## config.mk

```make
export PLATFORM = sky130hd
export DESIGN_NAME = issue_scoreboard_flat
export DESIGN_NICKNAME = d
export VERILOG_FILES = /design/src/rtl/issue_scoreboard_pkg.sv /design/src/rtl/issue_scoreboard_if.sv /design/src/rtl/issue_scoreboard_sb_counter.sv /design/src/rtl/issue_scoreboard.sv /design/src/flat_wrapper.sv
export SDC_FILE = /design/constraint.sdc
export NUM_CORES = 1
export LEC_CHECK = 0
export BUFFER_PORTS_ARGS = -buffer_cell sky130_fd_sc_hd__buf_2
export CELL_PAD_IN_SITES_DETAIL_PLACEMENT = 0
export CELL_PAD_IN_SITES_GLOBAL_PLACEMENT = 1
export CORE_MARGIN = 4
export CORE_UTILIZATION = 45
export CTS_CLUSTER_SIZE = 40
export DETAILED_ROUTE_END_ITERATION = 6
export PLACE_DENSITY = 0.81
export SLEW_MARGIN = 0
export SYNTH_ARGS = -nofsm -noshare
export SYNTH_HDL_FRONTEND = slang
export SYNTH_SLANG_ARGS = --single-unit
```

## constraint.sdc

```tcl
create_clock -name clk -period 5 [get_ports clk]
set_input_delay 1.5 -clock clk [delete_from_list [all_inputs] [get_ports clk]]
set_output_delay 1.5 -clock clk [all_outputs]
set_load 0.1 [all_outputs]
```

## src/rtl/issue_scoreboard_pkg.sv

```systemverilog
// Shared constants for the issue scoreboard: default sizing, register-index
// width and the index of the hard-wired zero register.
package issue_scoreboard_pkg;

  localparam int unsigned NREG_DEFAULT    = 32;
  localparam int unsigned CNT_W_DEFAULT   = 2;
  localparam int unsigned DIV_LAT_DEFAULT = 17;
  localparam int unsigned REG_W           = 5;

  localparam logic [REG_W-1:0] REG_ZERO = '0;

endpackage

```

## src/rtl/issue_scoreboard_if.sv

```systemverilog
// Issue handshake between the dual-issue queue (master) and the scoreboard (slave).
//   reg_allowin          : register-read stage can accept this cycle
//   s0_* / s1_*          : per-slot valid, rd/rj/rk indices, long-latency and divide flags
//   issue_ok0/issue_ok1  : slot may issue (combinational grant)
//   fire0/fire1          : slot actually issued this cycle
interface issue_scoreboard_if;
  import issue_scoreboard_pkg::*;

  logic             reg_allowin;
  logic             s0_valid;
  logic [REG_W-1:0] s0_rd;
  logic [REG_W-1:0] s0_rj;
  logic [REG_W-1:0] s0_rk;
  logic             s0_long;
  logic             s0_div;
  logic             s1_valid;
  logic [REG_W-1:0] s1_rd;
  logic [REG_W-1:0] s1_rj;
  logic [REG_W-1:0] s1_rk;
  logic             s1_long;
  logic             s1_div;
  logic             issue_ok0;
  logic             issue_ok1;
  logic             fire0;
  logic             fire1;

  modport master (
    output reg_allowin,
    output s0_valid, s0_rd, s0_rj, s0_rk, s0_long, s0_div,
    output s1_valid, s1_rd, s1_rj, s1_rk, s1_long, s1_div,
    input  issue_ok0, issue_ok1, fire0, fire1
  );

  modport slave (
    input  reg_allowin,
    input  s0_valid, s0_rd, s0_rj, s0_rk, s0_long, s0_div,
    input  s1_valid, s1_rd, s1_rj, s1_rk, s1_long, s1_div,
    output issue_ok0, issue_ok1, fire0, fire1
  );

endinterface

```

## src/rtl/issue_scoreboard_sb_counter.sv

```systemverilog
// Per-register pending-writer counter: up to two increments and two decrements
// per cycle, applied as one net change. Decrements below zero saturate at zero
// (stale writebacks after a flush); clr has priority over everything.
//   clk, rstn : clock, asynchronous active-low reset
//   clr       : synchronous clear
//   inc, dec  : one bit per issue slot / writeback port
//   cnt       : registered count
module issue_scoreboard_sb_counter #(
  parameter int unsigned CNT_W = 2
) (
  input  logic             clk,
  input  logic             rstn,
  input  logic             clr,
  input  logic [1:0]       inc,
  input  logic [1:0]       dec,
  output logic [CNT_W-1:0] cnt
);

  // Two spare bits hold the pre-saturation sum without wrapping.
  localparam int unsigned W = CNT_W + 2;
  localparam logic [W-1:0] CntMax = W'(2 ** CNT_W - 1);

  logic [CNT_W-1:0] cnt_q, cnt_d;
  logic [W-1:0]     up, dn, net;
  logic             ovf;

  always_comb begin
    up    = W'(cnt_q) + W'(inc[0]) + W'(inc[1]);
    dn    = W'(dec[0]) + W'(dec[1]);
    net   = (up >= dn) ? (up - dn) : '0;
    ovf   = !clr && (net > CntMax);
    cnt_d = clr ? '0 : net[CNT_W-1:0];
  end

  always_ff @(posedge clk or negedge rstn) begin
    if (!rstn) begin
      cnt_q <= '0;
    end else begin
      cnt_q <= cnt_d;
    end
  end

  assign cnt = cnt_q;

  // The issue gate must never let a counter exceed its maximum.
  overflow_check: assert property (@(posedge clk) disable iff (!rstn) !ovf);

endmodule

```

## src/rtl/issue_scoreboard.sv

```systemverilog
// Register scoreboard and issue gate between the dual-issue queue and register read.
// Tracks in-flight long-latency writers per register, grants slot0/slot1 in order,
// and keeps the divider single-occupancy.
//   clk, rstn          : clock, asynchronous active-low reset
//   flush              : clears all tracking state (synchronous, highest priority)
//   iss                : issue handshake (slave side)
//   wb0_*/wb1_*        : long-latency writeback ports
//   div_busy           : divider occupied
//   sb_empty           : no pending long-latency writes
module issue_scoreboard
  import issue_scoreboard_pkg::*;
#(
  parameter int unsigned NREG    = NREG_DEFAULT,
  parameter int unsigned CNT_W   = CNT_W_DEFAULT,
  parameter int unsigned DIV_LAT = DIV_LAT_DEFAULT
) (
  input  logic             clk,
  input  logic             rstn,
  input  logic             flush,
  issue_scoreboard_if.slave iss,
  input  logic             wb0_valid,
  input  logic [REG_W-1:0] wb0_rd,
  input  logic             wb1_valid,
  input  logic [REG_W-1:0] wb1_rd,
  output logic             div_busy,
  output logic             sb_empty
);

  localparam int unsigned DIV_W = $clog2(DIV_LAT + 1);
  localparam logic [CNT_W-1:0] CntMax   = CNT_W'(2 ** CNT_W - 1);
  localparam logic [CNT_W-1:0] CntMaxM1 = CNT_W'(2 ** CNT_W - 2);

  logic [CNT_W-1:0] cnt [NREG];
  logic [DIV_W-1:0] div_cnt_q, div_cnt_d;
  logic             ok0, ok1, fire0, fire1, div_fire;
  logic [CNT_W-1:0] c0_rd, c0_rj, c0_rk, c1_rd, c1_rj, c1_rk;

  function automatic logic pend(input logic [REG_W-1:0] r, input logic [CNT_W-1:0] c);
    return (r != REG_ZERO) && (c != '0);
  endfunction

  // r0 is never tracked.
  assign cnt[0] = '0;

  for (genvar r = 1; r < NREG; r++) begin : g_cnt
    logic [1:0] inc, dec;
    assign inc = {fire1 && iss.s1_long && (iss.s1_rd == REG_W'(r)),
                  fire0 && iss.s0_long && (iss.s0_rd == REG_W'(r))};
    assign dec = {wb1_valid && (wb1_rd == REG_W'(r)),
                  wb0_valid && (wb0_rd == REG_W'(r))};
    issue_scoreboard_sb_counter #(
      .CNT_W (CNT_W)
    ) u_cnt (
      .clk  (clk),
      .rstn (rstn),
      .clr  (flush),
      .inc  (inc),
      .dec  (dec),
      .cnt  (cnt[r])
    );
  end

  assign c0_rd = cnt[iss.s0_rd];
  assign c0_rj = cnt[iss.s0_rj];
  assign c0_rk = cnt[iss.s0_rk];
  assign c1_rd = cnt[iss.s1_rd];
  assign c1_rj = cnt[iss.s1_rj];
  assign c1_rk = cnt[iss.s1_rk];

  assign div_busy = (div_cnt_q != '0);

  always_comb begin
    ok0 = iss.s0_valid && !flush
          && !pend(iss.s0_rj, c0_rj) && !pend(iss.s0_rk, c0_rk) && !pend(iss.s0_rd, c0_rd)
          && !(iss.s0_long && (c0_rd == CntMax))
          && !(iss.s0_div && div_busy);

    ok1 = ok0 && iss.s1_valid
          && !pend(iss.s1_rj, c1_rj) && !pend(iss.s1_rk, c1_rk) && !pend(iss.s1_rd, c1_rd)
          && !(iss.s1_long && (c1_rd == CntMax))
          && !(iss.s1_div && div_busy)
          // slot1 must not consume or overwrite slot0's long-latency result
          && !(iss.s0_long && (iss.s0_rd != REG_ZERO)
               && ((iss.s0_rd == iss.s1_rj) || (iss.s0_rd == iss.s1_rk)
                   || (iss.s0_rd == iss.s1_rd)))
          && !(iss.s0_div && iss.s1_div)
          // two increments to one counter need two free steps
          && !(iss.s0_long && iss.s1_long && (iss.s0_rd == iss.s1_rd)
               && (iss.s0_rd != REG_ZERO) && (c0_rd >= CntMaxM1));

    fire0    = ok0 && iss.reg_allowin;
    fire1    = ok1 && iss.reg_allowin;
    div_fire = (fire0 && iss.s0_div) || (fire1 && iss.s1_div);
  end

  assign iss.issue_ok0 = ok0;
  assign iss.issue_ok1 = ok1;
  assign iss.fire0     = fire0;
  assign iss.fire1     = fire1;

  always_comb begin
    div_cnt_d = div_cnt_q;
    if (flush) begin
      div_cnt_d = '0;
    end else if (div_fire) begin
      div_cnt_d = DIV_W'(DIV_LAT);
    end else if (div_cnt_q != '0) begin
      div_cnt_d = div_cnt_q - DIV_W'(1);
    end
  end

  always_ff @(posedge clk or negedge rstn) begin
    if (!rstn) begin
      div_cnt_q <= '0;
    end else begin
      div_cnt_q <= div_cnt_d;
    end
  end

  always_comb begin
    sb_empty = 1'b1;
    for (int r = 1; r < NREG; r++) begin
      if (cnt[r] != '0) begin
        sb_empty = 1'b0;
      end
    end
  end

endmodule

```

## src/flat_wrapper.sv

```systemverilog
// flat-port wrapper written by rule: the top's interface ports become plain ports
module issue_scoreboard_flat import issue_scoreboard_pkg::*;
#(
  parameter int unsigned NREG    = NREG_DEFAULT,
  parameter int unsigned CNT_W   = CNT_W_DEFAULT,
  parameter int unsigned DIV_LAT = DIV_LAT_DEFAULT
)
  (clk, rstn, flush, wb0_valid, wb0_rd, wb1_valid, wb1_rd, div_busy, sb_empty, iss_reg_allowin, iss_s0_valid, iss_s0_rd, iss_s0_rj, iss_s0_rk, iss_s0_long, iss_s0_div, iss_s1_valid, iss_s1_rd, iss_s1_rj, iss_s1_rk, iss_s1_long, iss_s1_div, iss_issue_ok0, iss_issue_ok1, iss_fire0, iss_fire1);
  issue_scoreboard_if iss_i ();
  input  logic clk;
  input  logic rstn;
  input  logic flush;
  input  logic wb0_valid;
  input  logic [REG_W-1:0] wb0_rd;
  input  logic wb1_valid;
  input  logic [REG_W-1:0] wb1_rd;
  output logic div_busy;
  output logic sb_empty;
  input wire logic [$bits(iss_i.reg_allowin)-1:0] iss_reg_allowin;
  input wire logic [$bits(iss_i.s0_valid)-1:0] iss_s0_valid;
  input wire logic [$bits(iss_i.s0_rd)-1:0] iss_s0_rd;
  input wire logic [$bits(iss_i.s0_rj)-1:0] iss_s0_rj;
  input wire logic [$bits(iss_i.s0_rk)-1:0] iss_s0_rk;
  input wire logic [$bits(iss_i.s0_long)-1:0] iss_s0_long;
  input wire logic [$bits(iss_i.s0_div)-1:0] iss_s0_div;
  input wire logic [$bits(iss_i.s1_valid)-1:0] iss_s1_valid;
  input wire logic [$bits(iss_i.s1_rd)-1:0] iss_s1_rd;
  input wire logic [$bits(iss_i.s1_rj)-1:0] iss_s1_rj;
  input wire logic [$bits(iss_i.s1_rk)-1:0] iss_s1_rk;
  input wire logic [$bits(iss_i.s1_long)-1:0] iss_s1_long;
  input wire logic [$bits(iss_i.s1_div)-1:0] iss_s1_div;
  output wire logic [$bits(iss_i.issue_ok0)-1:0] iss_issue_ok0;
  output wire logic [$bits(iss_i.issue_ok1)-1:0] iss_issue_ok1;
  output wire logic [$bits(iss_i.fire0)-1:0] iss_fire0;
  output wire logic [$bits(iss_i.fire1)-1:0] iss_fire1;
  assign iss_i.reg_allowin = iss_reg_allowin;
  assign iss_i.s0_valid = iss_s0_valid;
  assign iss_i.s0_rd = iss_s0_rd;
  assign iss_i.s0_rj = iss_s0_rj;
  assign iss_i.s0_rk = iss_s0_rk;
  assign iss_i.s0_long = iss_s0_long;
  assign iss_i.s0_div = iss_s0_div;
  assign iss_i.s1_valid = iss_s1_valid;
  assign iss_i.s1_rd = iss_s1_rd;
  assign iss_i.s1_rj = iss_s1_rj;
  assign iss_i.s1_rk = iss_s1_rk;
  assign iss_i.s1_long = iss_s1_long;
  assign iss_i.s1_div = iss_s1_div;
  assign iss_issue_ok0 = iss_i.issue_ok0;
  assign iss_issue_ok1 = iss_i.issue_ok1;
  assign iss_fire0 = iss_i.fire0;
  assign iss_fire1 = iss_i.fire1;
  issue_scoreboard #(.NREG(NREG), .CNT_W(CNT_W), .DIV_LAT(DIV_LAT)) u_core (.clk(clk), .rstn(rstn), .flush(flush), .iss(iss_i), .wb0_valid(wb0_valid), .wb0_rd(wb0_rd), .wb1_valid(wb1_valid), .wb1_rd(wb1_rd), .div_busy(div_busy), .sb_empty(sb_empty));
endmodule
```

=== Word-level counts from Yosys, hierarchy flattened ===
Cells that the tools add are included.

* Flip-flop bits (word level): 67
* Input port bits: 52
* Output and inout port bits: 6

* $add $sub $neg: 125
* Muxes and demuxes: 114
* Bitwise operators: 6
* Equal/unequal tests: 129
* $lt $le $gt $ge: 38
* Reduce and logical (&&, ||, !) cells: 224

{| class="wikitable"
|+ Operator list
! kind !! number
|-
| 5-bit equality test, second input constant || 64
|-
| 1-bit logical AND || 162
|-
| 5-bit by 4-bit equality test with 1-bit output, second input constant || 32
|-
| 2-bit 2-to-1 mux || 74
|-
| 3-bit by 1-bit adder with 4-bit output || 31
|-
| 4-bit by 2-bit >= comparator with 1-bit output || 31
|-
| 2-bit by 1-bit adder with 3-bit output || 31
|-
| 5-bit by 3-bit equality test with 1-bit output, second input constant || 16
|-
| 2-bit nonzero test || 37
|-
| 1-bit by 1-bit adder with 2-bit output || 31
|-
| 2-bit subtractor || 31
|-
| 2-bit binary-select mux with 5-bit select || 6
|-
| 5-bit by 2-bit equality test with 1-bit output, second input constant || 8
|-
| 6-bit >= comparator, second input constant || 6
|-
| 5-bit NOT with 6-bit output || 6
|-
| 5-bit nonzero test || 7
|-
| 1-bit 2-to-1 mux || 31
|-
| 5-bit by 1-bit equality test with 1-bit output, second input constant || 4
|-
| 5-bit equality test || 3
|-
| 5-bit 2-to-1 mux || 3
|-
| 1-bit logical NOT || 14
|-
| 5-bit by 1-bit subtractor with 5-bit output, second input constant || 1
|-
| 2-bit equality test, second input constant || 2
|-
| 1-bit logical OR || 3
|-
| 2 further kinds || 2
|}

=== Depth between registers and ports, before layout ===
Gate-level depths: netlist of run 1.

* Depth in word-level cells: 32
* Gate-level depth with buffers: 19
* Mapped depth without buffers: 17

=== Modules after synthesis ===
A second synthesis of run 1 with hierarchy kept.

* Cell total of the unflattened synthesis: 1,057
* Area, all modules: 9,949.5 um2

{| class="wikitable"
|+ By module, submodules not included
! module !! area each (um2) !! instances !! cells each
|-
| issue_scoreboard_sb_counter || 186.4 || 31 || 15
|-
| issue_scoreboard || 4,170.2 || 1 || 592
|}

=== Least setup slack after synthesis of run 1 ===
No wires, ideal clock.

* Kind: input-to-output
* From: input iss_s0_rd[1]
* To: output iss_issue_ok1
* Setup slack: -1,902 ps
* Buffers on the path: 2
* Required time: 3,500 ps
* Stages on the path: 9
* Data arrival time: 5,402 ps
* Path through: buf_2 buf_2 mux4_2 mux2i_1 nand3b_1 nand4_1 nor4bb_1 and2_1 nor2b_1

* Word-level cells in the longest chain between the ends: 19

{| class="wikitable"
|+ RTL lines
! what !! RTL line !! source
|-
| from (decl) || flat_wrapper.sv:21 || <nowiki>input wire logic [$bits(iss_i.s0_rd)-1:0] iss_s0_rd;</nowiki>
|-
| 5-bit NOT with 6-bit output (not written as such) || issue_scoreboard.sv:63 || <nowiki>assign c0_rd = cnt[iss.s0_rd];</nowiki>
|-
| 2-bit binary-select mux with 5-bit select || issue_scoreboard.sv:63 ||
|-
| 2-bit 2-to-1 mux (not written as such) (2 in a row) || issue_scoreboard.sv:63 ||
|-
| 2-bit nonzero test || issue_scoreboard.sv:39 || <nowiki>return (r != REG_ZERO) && (c != '0);</nowiki>
|-
| 1-bit logical AND || issue_scoreboard.sv:39 ||
|-
| 1-bit logical NOT || issue_scoreboard.sv:74 || <nowiki>&& !pend(iss.s0_rj, c0_rj) && !pend(iss.s0_rk, c0_rk) && !pend(iss.s0_rd, c0_rd)</nowiki>
|-
| 1-bit logical AND || issue_scoreboard.sv:74 ||
|-
| 1-bit logical AND (*) || issue_scoreboard.sv:75 || <nowiki>&& !(iss.s0_long && (c0_rd == CntMax))</nowiki>
|-
| 1-bit logical AND (*) || issue_scoreboard.sv:76 || <nowiki>&& !(iss.s0_div && div_busy);</nowiki>
|-
| via iss_issue_ok0 || flat_wrapper.sv:32 || <nowiki>output wire logic [$bits(iss_i.issue_ok0)-1:0] iss_issue_ok0;</nowiki>
|-
| 1-bit logical AND (*) || issue_scoreboard.sv:78 || <nowiki>ok1 = ok0 && iss.s1_valid</nowiki>
|-
| 1-bit logical AND (*) (3 in a row) || issue_scoreboard.sv:79 || <nowiki>&& !pend(iss.s1_rj, c1_rj) && !pend(iss.s1_rk, c1_rk) && !pend(iss.s1_rd, c1_rd)</nowiki>
|-
| 1-bit logical AND (*) || issue_scoreboard.sv:80 || <nowiki>&& !(iss.s1_long && (c1_rd == CntMax))</nowiki>
|-
| 1-bit logical AND (*) || issue_scoreboard.sv:81 || <nowiki>&& !(iss.s1_div && div_busy)</nowiki>
|-
| 1-bit logical AND (*) || issue_scoreboard.sv:83 || <nowiki>&& !(iss.s0_long && (iss.s0_rd != REG_ZERO)</nowiki>
|-
| 1-bit logical AND (*) || issue_scoreboard.sv:86 || <nowiki>&& !(iss.s0_div && iss.s1_div)</nowiki>
|-
| 1-bit logical AND (*) || issue_scoreboard.sv:88 || <nowiki>&& !(iss.s0_long && iss.s1_long && (iss.s0_rd == iss.s1_rd)</nowiki>
|-
| to (decl) || flat_wrapper.sv:33 || <nowiki>output wire logic [$bits(iss_i.issue_ok1)-1:0] iss_issue_ok1;</nowiki>
|}

The timed path passes the listed nets; every way through them passes the cells marked *. The select of a mux whose other input is x is not followed.

=== Worst setup path after layout of run 1 ===
* From: input iss_s1_rd[1]
* To: output iss_issue_ok1

* Word-level cells in the longest chain between the ends: 13

{| class="wikitable"
|+ RTL lines
! what !! RTL line !! source
|-
| from (decl) || flat_wrapper.sv:27 || <nowiki>input wire logic [$bits(iss_i.s1_rd)-1:0] iss_s1_rd;</nowiki>
|-
| 5-bit NOT with 6-bit output (not written as such) || issue_scoreboard.sv:66 || <nowiki>assign c1_rd = cnt[iss.s1_rd];</nowiki>
|-
| 2-bit binary-select mux with 5-bit select || issue_scoreboard.sv:66 ||
|-
| 2-bit 2-to-1 mux (not written as such) (2 in a row) || issue_scoreboard.sv:66 ||
|-
| 2-bit nonzero test || issue_scoreboard.sv:39 ||
|-
| 1-bit logical AND || issue_scoreboard.sv:39 ||
|-
| 1-bit logical NOT || issue_scoreboard.sv:79 ||
|-
| 1-bit logical AND || issue_scoreboard.sv:79 ||
|-
| 1-bit logical AND || issue_scoreboard.sv:80 ||
|-
| 1-bit logical AND || issue_scoreboard.sv:81 ||
|-
| 1-bit logical AND || issue_scoreboard.sv:83 ||
|-
| 1-bit logical AND || issue_scoreboard.sv:86 ||
|-
| 1-bit logical AND (*) || issue_scoreboard.sv:88 ||
|}

Mark *: on every way between the ends. The rest lies on a longest branch, timed or not. The select of a mux whose other input is x is not followed.

==> metrics.csv, run 1 <==
stage;metric;value;unit
worst_setup_path;slowest_stage;mux4_2;
yosys;yosys_warnings;0;
placement;gp_congestion;0.9298;
global_routing;antenna_found_initial;0;
clocking;clkSinkCount;67;
worst_setup_path;r2r_slack;180;ps
yosys;synth_top_cell_area_share;17.66;%
yosys;ys_seq_elements;67;
layout;multi_input_area;0.008447;sq mm
worst_setup_path;worst_setup_path_start_kind;input port;
yosys;synthArstFlopShare;100.0;%
status;violations;setup timing;
placement;place_hpwl;24920;microns
global_routing;met3_usage;6.474;%
floorplanning;io_pins;58;
floorplanning;die_h;153.2;microns
min_path;hold_path.class;flip-flop to flip-flop;
global_routing;grt_overflow;0;
yosys;synth_flop_cell;dfrtp_1;
yosys;synth-edff-count;0;
worst_setup_path;cp.arrival;3760;ps
route;vias;9303;
clocking;hold_buffers;0;
clocking;clkLatencyLatePin;340;ps
global_routing;grt_util_met1;37.77;%
yosys;seq_area_frac_synth;17.66;%
worst_setup_path;cp.depth;10;
worst_setup_path;reg2reg_to;u_core.g_cnt[21].u_cnt.cnt[1]$_DFF_PN0_;
layout;finish.utilization;64.51;%
floorplanning;initial_core_util;46.32;%
floorplanning;dieWidth;153.2;microns
layout;syn2layout_area_growth;39.26;%
sta;post-route-period-util;105.1;%
route;first_pass_iters;5;
floorplanning;core;0.02049;sq mm
clocking;cts-buffers-inserted;9;
power;max-vdd-ir-drop;0.0001361;V
sta;tightestPinTransition;1055;ps
sta;setup-tns-final;-2213;ps
yosys;synthTopCellsByArea;dfrtp_1 18%, ha_1 16%, fa_1 13%;
placement;io_buffers;57;
yosys;synth_area;0.009493;sq mm
layout;drive_above_1_share;40.35;%
sta;final_max_slew_viol_count;0;
layout;fin_nets;1438;
route;vias_per_cell;6.320;
global_routing;grt_usage;28.05;%
route;ant_nets;0;
sta;fmax;0.1902;GHz
yosys;yosysMostFrequentCell;ha_1;
worst_setup_path;path_cells;buf_12 > mux4_2 > mux4_2 > clkinv_2 > a32o_2 > o2111ai_2 > or3_4 > buf_6 > nor2b_4 > buf_12;
yosys;synthCells;1028;
global_routing;grt_pass1_wl;51580;microns
global_routing;grt_pass1_vias;9251;
sta;clock_skew;6.351;ps
clocking;clk_pin_slew;50;ps
sta;setup_viol;29;
layout;fill_cells;1595;
sta;finalCriticalPeriod;5257;ps
worst_setup_path;regToRegStartpoint;u_core.div_cnt_q[0]$_DFFE_PN0P_;
sta;whs;512.2;ps
worst_setup_path;worst-path-max-fanout;8;
yosys;syn_avg_cell_area;9.234;sq um
worst_setup_path;worstSetupStartpoint;iss_s1_rd[1];
sta;rsz0062_at_grt;yes;
route;wire_per_inst;24.24;microns
flow_run;drv_cap;0;
worst_setup_path;slowest_delay;510;ps
clocking;cts_root_buffer;clkbuf_16;
sta;finalHoldViolations;0;
layout;seqCellArea;0.001677;sq mm
route;finalWirelength;35680;microns
clocking;cts_tree;yes;
layout;n_antenna_cell;0;
worst_setup_path;crit_buf_inv;4;
route;drtIter0Drc;1054;
clocking;cts.path.max_buffers;2;
floorplanning;dieArea;0.02348;sq mm
power;power_density;155.3;mW/mm^2
clocking;htreeDepth;3;
worst_setup_path;crit_path_end_kind;primary output;
power;power_leakage;0.005903;uW
yosys;syn_nets;1267;
sta;setup_ws;-257.0;ps
global_routing;grt-busiest-layer;met2;
yosys;yosysTopAreaCell;dfrtp_1;
sta;relSlewSlack;29.68;%
yosys;synth_cell_types;64;
global_routing;grt.met2_usage;42.89;%
worst_setup_path;critPathTopFamily;multiplexers;
worst_setup_path;crit_type;input port to primary output;
yosys;synth_common_cells;125 x ha_1, 107 x nor2_1, 105 x inv_1, 67 x dfrtp_1, 67 x nor3_1;
status;status;finished, violations left;
worst_setup_path;rr_worst_depth;20;
worst_setup_path;critPathRequiredTime;3500;ps
global_routing;grt_max_degree;66;
floorplanning;num_rows;52;
worst_setup_path;crit_end;iss_issue_ok1;
route;drc;0;
==> report_power, final <==
| group | internal [uW] | switching [uW] | total (uW) |
|---|---|---|---|
| registers | 568 | 38.9 | 606 |
| logic | 329 | 451 | 780 |
| clock network | 421 | 246 | 666 |
==> cells in the final DEF (no fill, tap or decap), drive strengths merged, types with 3 or more instances in the layout <==
| cell | n |
|---|---|
| a211oi | 35 |
| nand3b | 4 |
| fa | 62 |
| clkbuf | 16 |
| nor2 | 107 |
| nand4 | 13 |
| or2 | 4 |
| mux2 | 6 |
| nor4 | 41 |
| nor3 | 67 |
| nor2b | 55 |
| or4 | 3 |
| dfrtp | 67 |
| nand3 | 29 |
| o211ai | 3 |
| xor2 | 3 |
| nand2b | 12 |
| buf | 219 |
| nand2 | 55 |
| a21oi | 19 |
| a2111oi | 4 |
| and3 | 6 |
| ha | 125 |
| a31oi | 4 |
| nor4b | 8 |
| o21ai | 10 |
| o22ai | 4 |
| nor3b | 5 |
| mux2i | 12 |
| inv | 105 |
| mux4 | 47 |
| xnor2 | 14 |
==> layer usage <==
layer / wire length [microns] / vias to the layer above
met4: 2089 / 0
met5: 0 / -
li1: - / 4016
met1: 13950 / 4558
met3: 3698 / 143
met2: 15940 / 586
==> flip-flops by register name, summed over array words and instances (netlist names) <==
name and flops:
u_core.g_cnt.u_cnt.cnt 62, u_core.div_cnt_q 5
==> cell type report <==
type	instances	area share [%]
multi-input combinational	790	63.89
timing repair buffer	224	15.51
sequential	67	12.68
inverter	107	3.076
tap	270	2.555
clock buffer	12	2.016
clock inverter	2	0.2650
==> through the flow <==
| step | std cells | power, uW | instance area (sq um) | worst slack, ps |
|---|---|---|---|---|
| after floorplan | 1028 | 1038 | 9920 | -405.6 |
| after global placement | 1430 | 1259 | 11360 | -570.0 |
| after CTS | 1453 | 1980 | 12200 | -241.4 |
| after global routing | 1472 | 2131 | 13220 | -328.5 |
| after detailed placement | 1430 | 1269 | 11360 | -663.8 |
| final | 1472 | 2053 | 13220 | -257.0 |
==> kinds of logic (layout without fill, tap and decap cells) <==
kind of cell / after synthesis / count (layout) / synth area share [%]
adders and majority gates: 187 / 187 / 29.55
muxes: 65 / 65 / 13.37
DFF: 67 / 67 / 17.66
AOI/OAI and AO/OA: 103 / 103 / 7.737
buffers and inverters: 171 / 345 / 7.460
and+or+nand+nor: 418 / 418 / 22.66
xor gates and xnor gates: 17 / 17 / 1.569
==> worst min-delay path by stage <==
stage / cells past startpoint / endpoint / slack (ps) / from
4_1_cts: 2 / u_core.div_cnt_q[4]$_DFFE_PN0P_ / 510 / u_core.div_cnt_q[4]$_DFFE_PN0P_
2_1_floorplan: 2 / u_core.div_cnt_q[4]$_DFFE_PN0P_ / 480 / u_core.div_cnt_q[4]$_DFFE_PN0P_
3_5_place_dp: 2 / u_core.div_cnt_q[4]$_DFFE_PN0P_ / 500 / u_core.div_cnt_q[4]$_DFFE_PN0P_
3_3_place_gp: 2 / u_core.div_cnt_q[4]$_DFFE_PN0P_ / 500 / u_core.div_cnt_q[4]$_DFFE_PN0P_
6_report: 2 / u_core.div_cnt_q[4]$_DFFE_PN0P_ / 510 / u_core.div_cnt_q[4]$_DFFE_PN0P_
5_1_grt: 2 / u_core.div_cnt_q[4]$_DFFE_PN0P_ / 550 / u_core.div_cnt_q[4]$_DFFE_PN0P_
==> worst reg2reg max path, cell delays in order (launching register included) <==
cell and delay [ps]:
dfrtp_1 410, inv_1 70, ha_1 170, or3b_1 380, nor2_1 250, inv_2 110
o21ai_1 130, nand2_1 130, a211oi_1 340, o2111ai_2 190, or3_4 390, buf_12 160
buf_16 150, buf_12 140, buf_8 130, nor4_4 260, fa_2 490, inv_2 90
ha_4 140, fa_2 450, a211oi_2 170
==> what timing repair did <==
action,CTS,global route
endpoints found under the setup margin,63,56
gates resized for setup,73,178
gates cloned,5,4
buffers inserted,7,18
pin swaps,47,53
Note: power is estimated with default switching activity, not from simulation.
==> inputs of run 2 (changes only) <==
--- a/config.mk
+++ b/config.mk
@@ -13,6 +13,7 @@
 export CTS_CLUSTER_SIZE = 40
 export DETAILED_ROUTE_END_ITERATION = 6
 export PLACE_DENSITY = 0.81
+export SKIP_CTS_REPAIR_TIMING = 1
 export SLEW_MARGIN = 0
 export SYNTH_ARGS = -nofsm -noshare
 export SYNTH_HDL_FRONTEND = slang
==> run 2 against run 1 <==
Effect of this change: the run still ends with setup timing left; die area unchanged; cell area down 1.1%; global-route usage down 1.3 points; total power down 0.88%; combinational power down 2%; sequential cell count unchanged; routed wire length down 2.6%; highest routed layer unchanged.
==> metrics.csv, run 2 (synthesis results as in run 1) <==
stage;metric;value;unit;change
floorplanning;die_h;153.2;microns;unchanged
layout;fill_cells;1613;;+1.1%
worst_setup_path;crit_path_end_kind;primary output;;
worst_setup_path;rr_worst_depth;20;;unchanged
floorplanning;core;0.02049;sq mm;unchanged
worst_setup_path;cp.arrival;3780;ps;+20 ps
route;drtIter0Drc;1121;;+6.4%
power;swShare;35.84;%;about the same
worst_setup_path;worst_setup_path_start_kind;input port;;
worst_setup_path;r2r_slack;240;ps;+60 ps
floorplanning;num_rows;52;;unchanged
global_routing;grt_util_met1;37.51;%;-0.27 points
route;wire_per_inst;23.62;microns;-2.5%
worst_setup_path;critPathRequiredTime;3500;ps;about the same
global_routing;met3_usage;4.608;%;-1.9 points
sta;final_max_slew_viol_count;0;;unchanged
clocking;htreeDepth;3;;unchanged
clocking;cts_tree;yes;;
global_routing;grt_overflow;0;;unchanged
power;p_sw;729.2;uW;-0.81%
worst_setup_path;worstSetupStartpoint;iss_s1_rd[1];;
worst_setup_path;reg2reg_to;u_core.g_cnt[24].u_cnt.cnt[1]$_DFF_PN0_;;
power;power_frac_seq;29.8;%;+0.3 points
floorplanning;dieArea;0.02348;sq mm;unchanged
layout;final_common_cell;buf_4;;
placement;gp_congestion;0.9298;;unchanged
power;report.power.total;2035;uW;-0.88%
layout;fin_nets;1437;;-0.070%
sta;setup_ws;-281.4;ps;-24.43 ps
layout;syn2layout_area_growth;37.72;%;
status;status;finished, violations left;;
route;vias_per_cell;6.219;;-1.6%
worst_setup_path;regToRegStartpoint;u_core.div_cnt_q[0]$_DFFE_PN0P_;;
global_routing;grt.met2_usage;41.21;%;-1.7 points
sta;finalHoldViolations;0;;unchanged
floorplanning;dieWidth;153.2;microns;unchanged
layout;n_antenna_cell;0;;unchanged
power;power_leakage;0.005855;uW;-0.82%
sta;fmax;0.1893;GHz;-0.46%
power;p_int;1305;uW;-0.93%
sta;setup_viol;38;;+31%
status;violations;setup timing;;
power;p_comb_share;37.4;%;-0.6 points
placement;dp_slack;-663.8;ps;unchanged
worst_setup_path;crit_end;iss_fire1;;
global_routing;grt_pass1_vias;8892;;-3.9%
sta;post-route-period-util;105.6;%;+0.49 points
route;first_pass_iters;5;;unchanged
global_routing;grt_usage;26.71;%;-1.3 points
sta;rsz0062_at_grt;yes;;
route;finalWirelength;34750;microns;-2.6%
floorplanning;io_pins;58;;unchanged
placement;place_hpwl;24920;microns;unchanged
route;vias;9148;;-1.7%
clocking;clkLatencyLatePin;340;ps;about the same
power;power_density;155.6;mW/mm^2;+0.23%
flow_run;drv_cap;0;;unchanged
clocking;clkSinkCount;67;;unchanged
min_path;hold_path.class;flip-flop to flip-flop;;
clocking;cts_root_buffer;clkbuf_16;;
global_routing;grt-busiest-layer;met2;;
route;drc;0;;unchanged
sta;relSlewSlack;28.80;%;-0.89 points
sta;tightestPinTransition;1068;ps;+13.34 ps
floorplanning;initial_core_util;46.32;%;unchanged
route;ant_nets;0;;unchanged
clocking;cts-buffers-inserted;9;;unchanged
sta;clock_skew;6.327;ps;-0.02371 ps
power;pwr-share-clk;32.8;%;+0.3 points
min_path;min_from;u_core.div_cnt_q[4]$_DFFE_PN0P_;;
clocking;clk_pin_slew;60;ps;about the same
global_routing;grt_max_degree;66;;unchanged
global_routing;grt_pass1_wl;49350;microns;-4.3%
sta;finalCriticalPeriod;5281;ps;+24.43 ps
global_routing;antenna_found_initial;0;;unchanged
clocking;cts.path.max_buffers;2;;unchanged
placement;io_buffers;57;;unchanged
layout;largest_reg_flops;62;;unchanged
layout;finish.utilization;63.79;%;-0.71 points
layout;layout_common_cells;136 x buf_4, 106 x nor2_1, 99 x ha_1;;
layout;drive_above_1_share;40.22;%;-0.13 points
worst_setup_path;worst-path-max-fanout;8;;unchanged
power;max-vdd-ir-drop;0.0001415;V;+4.0%
worst_setup_path;crit_type;input port to primary output;;
## run 2: cell types whose count changed in the layout (fill, tap and decap cells not counted), moves of 3 or more
cell / change
ha_4: -3
nor2b_4: +3
buf_16: -4
buf_8: -4
buf_6: +3
ha_2: +4
nor2b_1: -4
buf_4: +4
## run 2: power by group through the flow
stage / Clock [uW] / Sequential, uW / Combinational (uW)
2_1_floorplan: 0 / 598 / 440
3_3_place_gp: 0 / 612 / 647
3_5_place_dp: 0 / 613 / 656
4_1_cts: 672 / 603 / 659
5_1_grt: 692 / 608 / 811
6_report: 667 / 606 / 762
## run 2: per-layer routing
metal	part of all wire (%)	up-vias
met3	9.4	123
met4	5.2	0
met2	45	562
met1	40	4461
met5	0	-
li1	-	4002
## run 2: area by class of cell
| type | count | area, sq um | share of cell area, % |
|---|---|---|---|
| multi-input cells | 790 | 8411 | 64.33 |
| clock buffers | 12 | 266.5 | 2.038 |
| inverters | 107 | 405.4 | 3.101 |
| repair buffers | 223 | 1942 | 14.85 |
| clock inverters | 2 | 35.03 | 0.2680 |
| flip-flops and latches | 67 | 1677 | 12.82 |
| well taps | 270 | 337.8 | 2.584 |
## run 2: through the flow
step	hold WS (ps)	std cells	TNS [ps]	cell area (sq um)
after floorplan	477.9	1028	-2048	9920
after global placement	501.6	1430	-27190	11360
after detailed placement	500.5	1430	-32810	11360
after CTS	513.3	1444	-11700	11660
after global routing	549.2	1471	-8687	13070
final	511.5	1471	-3323	13070
## run 2: how the worst min path moves through the flow
| stage | end | slack, ps | depth (start not counted) |
|---|---|---|---|
| after floorplan | u_core.div_cnt_q[4]$_DFFE_PN0P_ | 480 | 2 |
| after global placement | u_core.div_cnt_q[4]$_DFFE_PN0P_ | 500 | 2 |
| after detailed placement | u_core.div_cnt_q[4]$_DFFE_PN0P_ | 500 | 2 |
| after CTS | u_core.div_cnt_q[4]$_DFFE_PN0P_ | 510 | 2 |
| after global routing | u_core.div_cnt_q[4]$_DFFE_PN0P_ | 550 | 2 |
| final | u_core.div_cnt_q[4]$_DFFE_PN0P_ | 510 | 2 |
## run 2: critical path: stages
cell       delay, ps
buf_12           110
mux4_1           550
a2bb2oi_1        140
and3_1           180
nor4_1           310
a21oi_1          110
or3_4            440
buf_12           150
nor2_4           120
buf_12           180
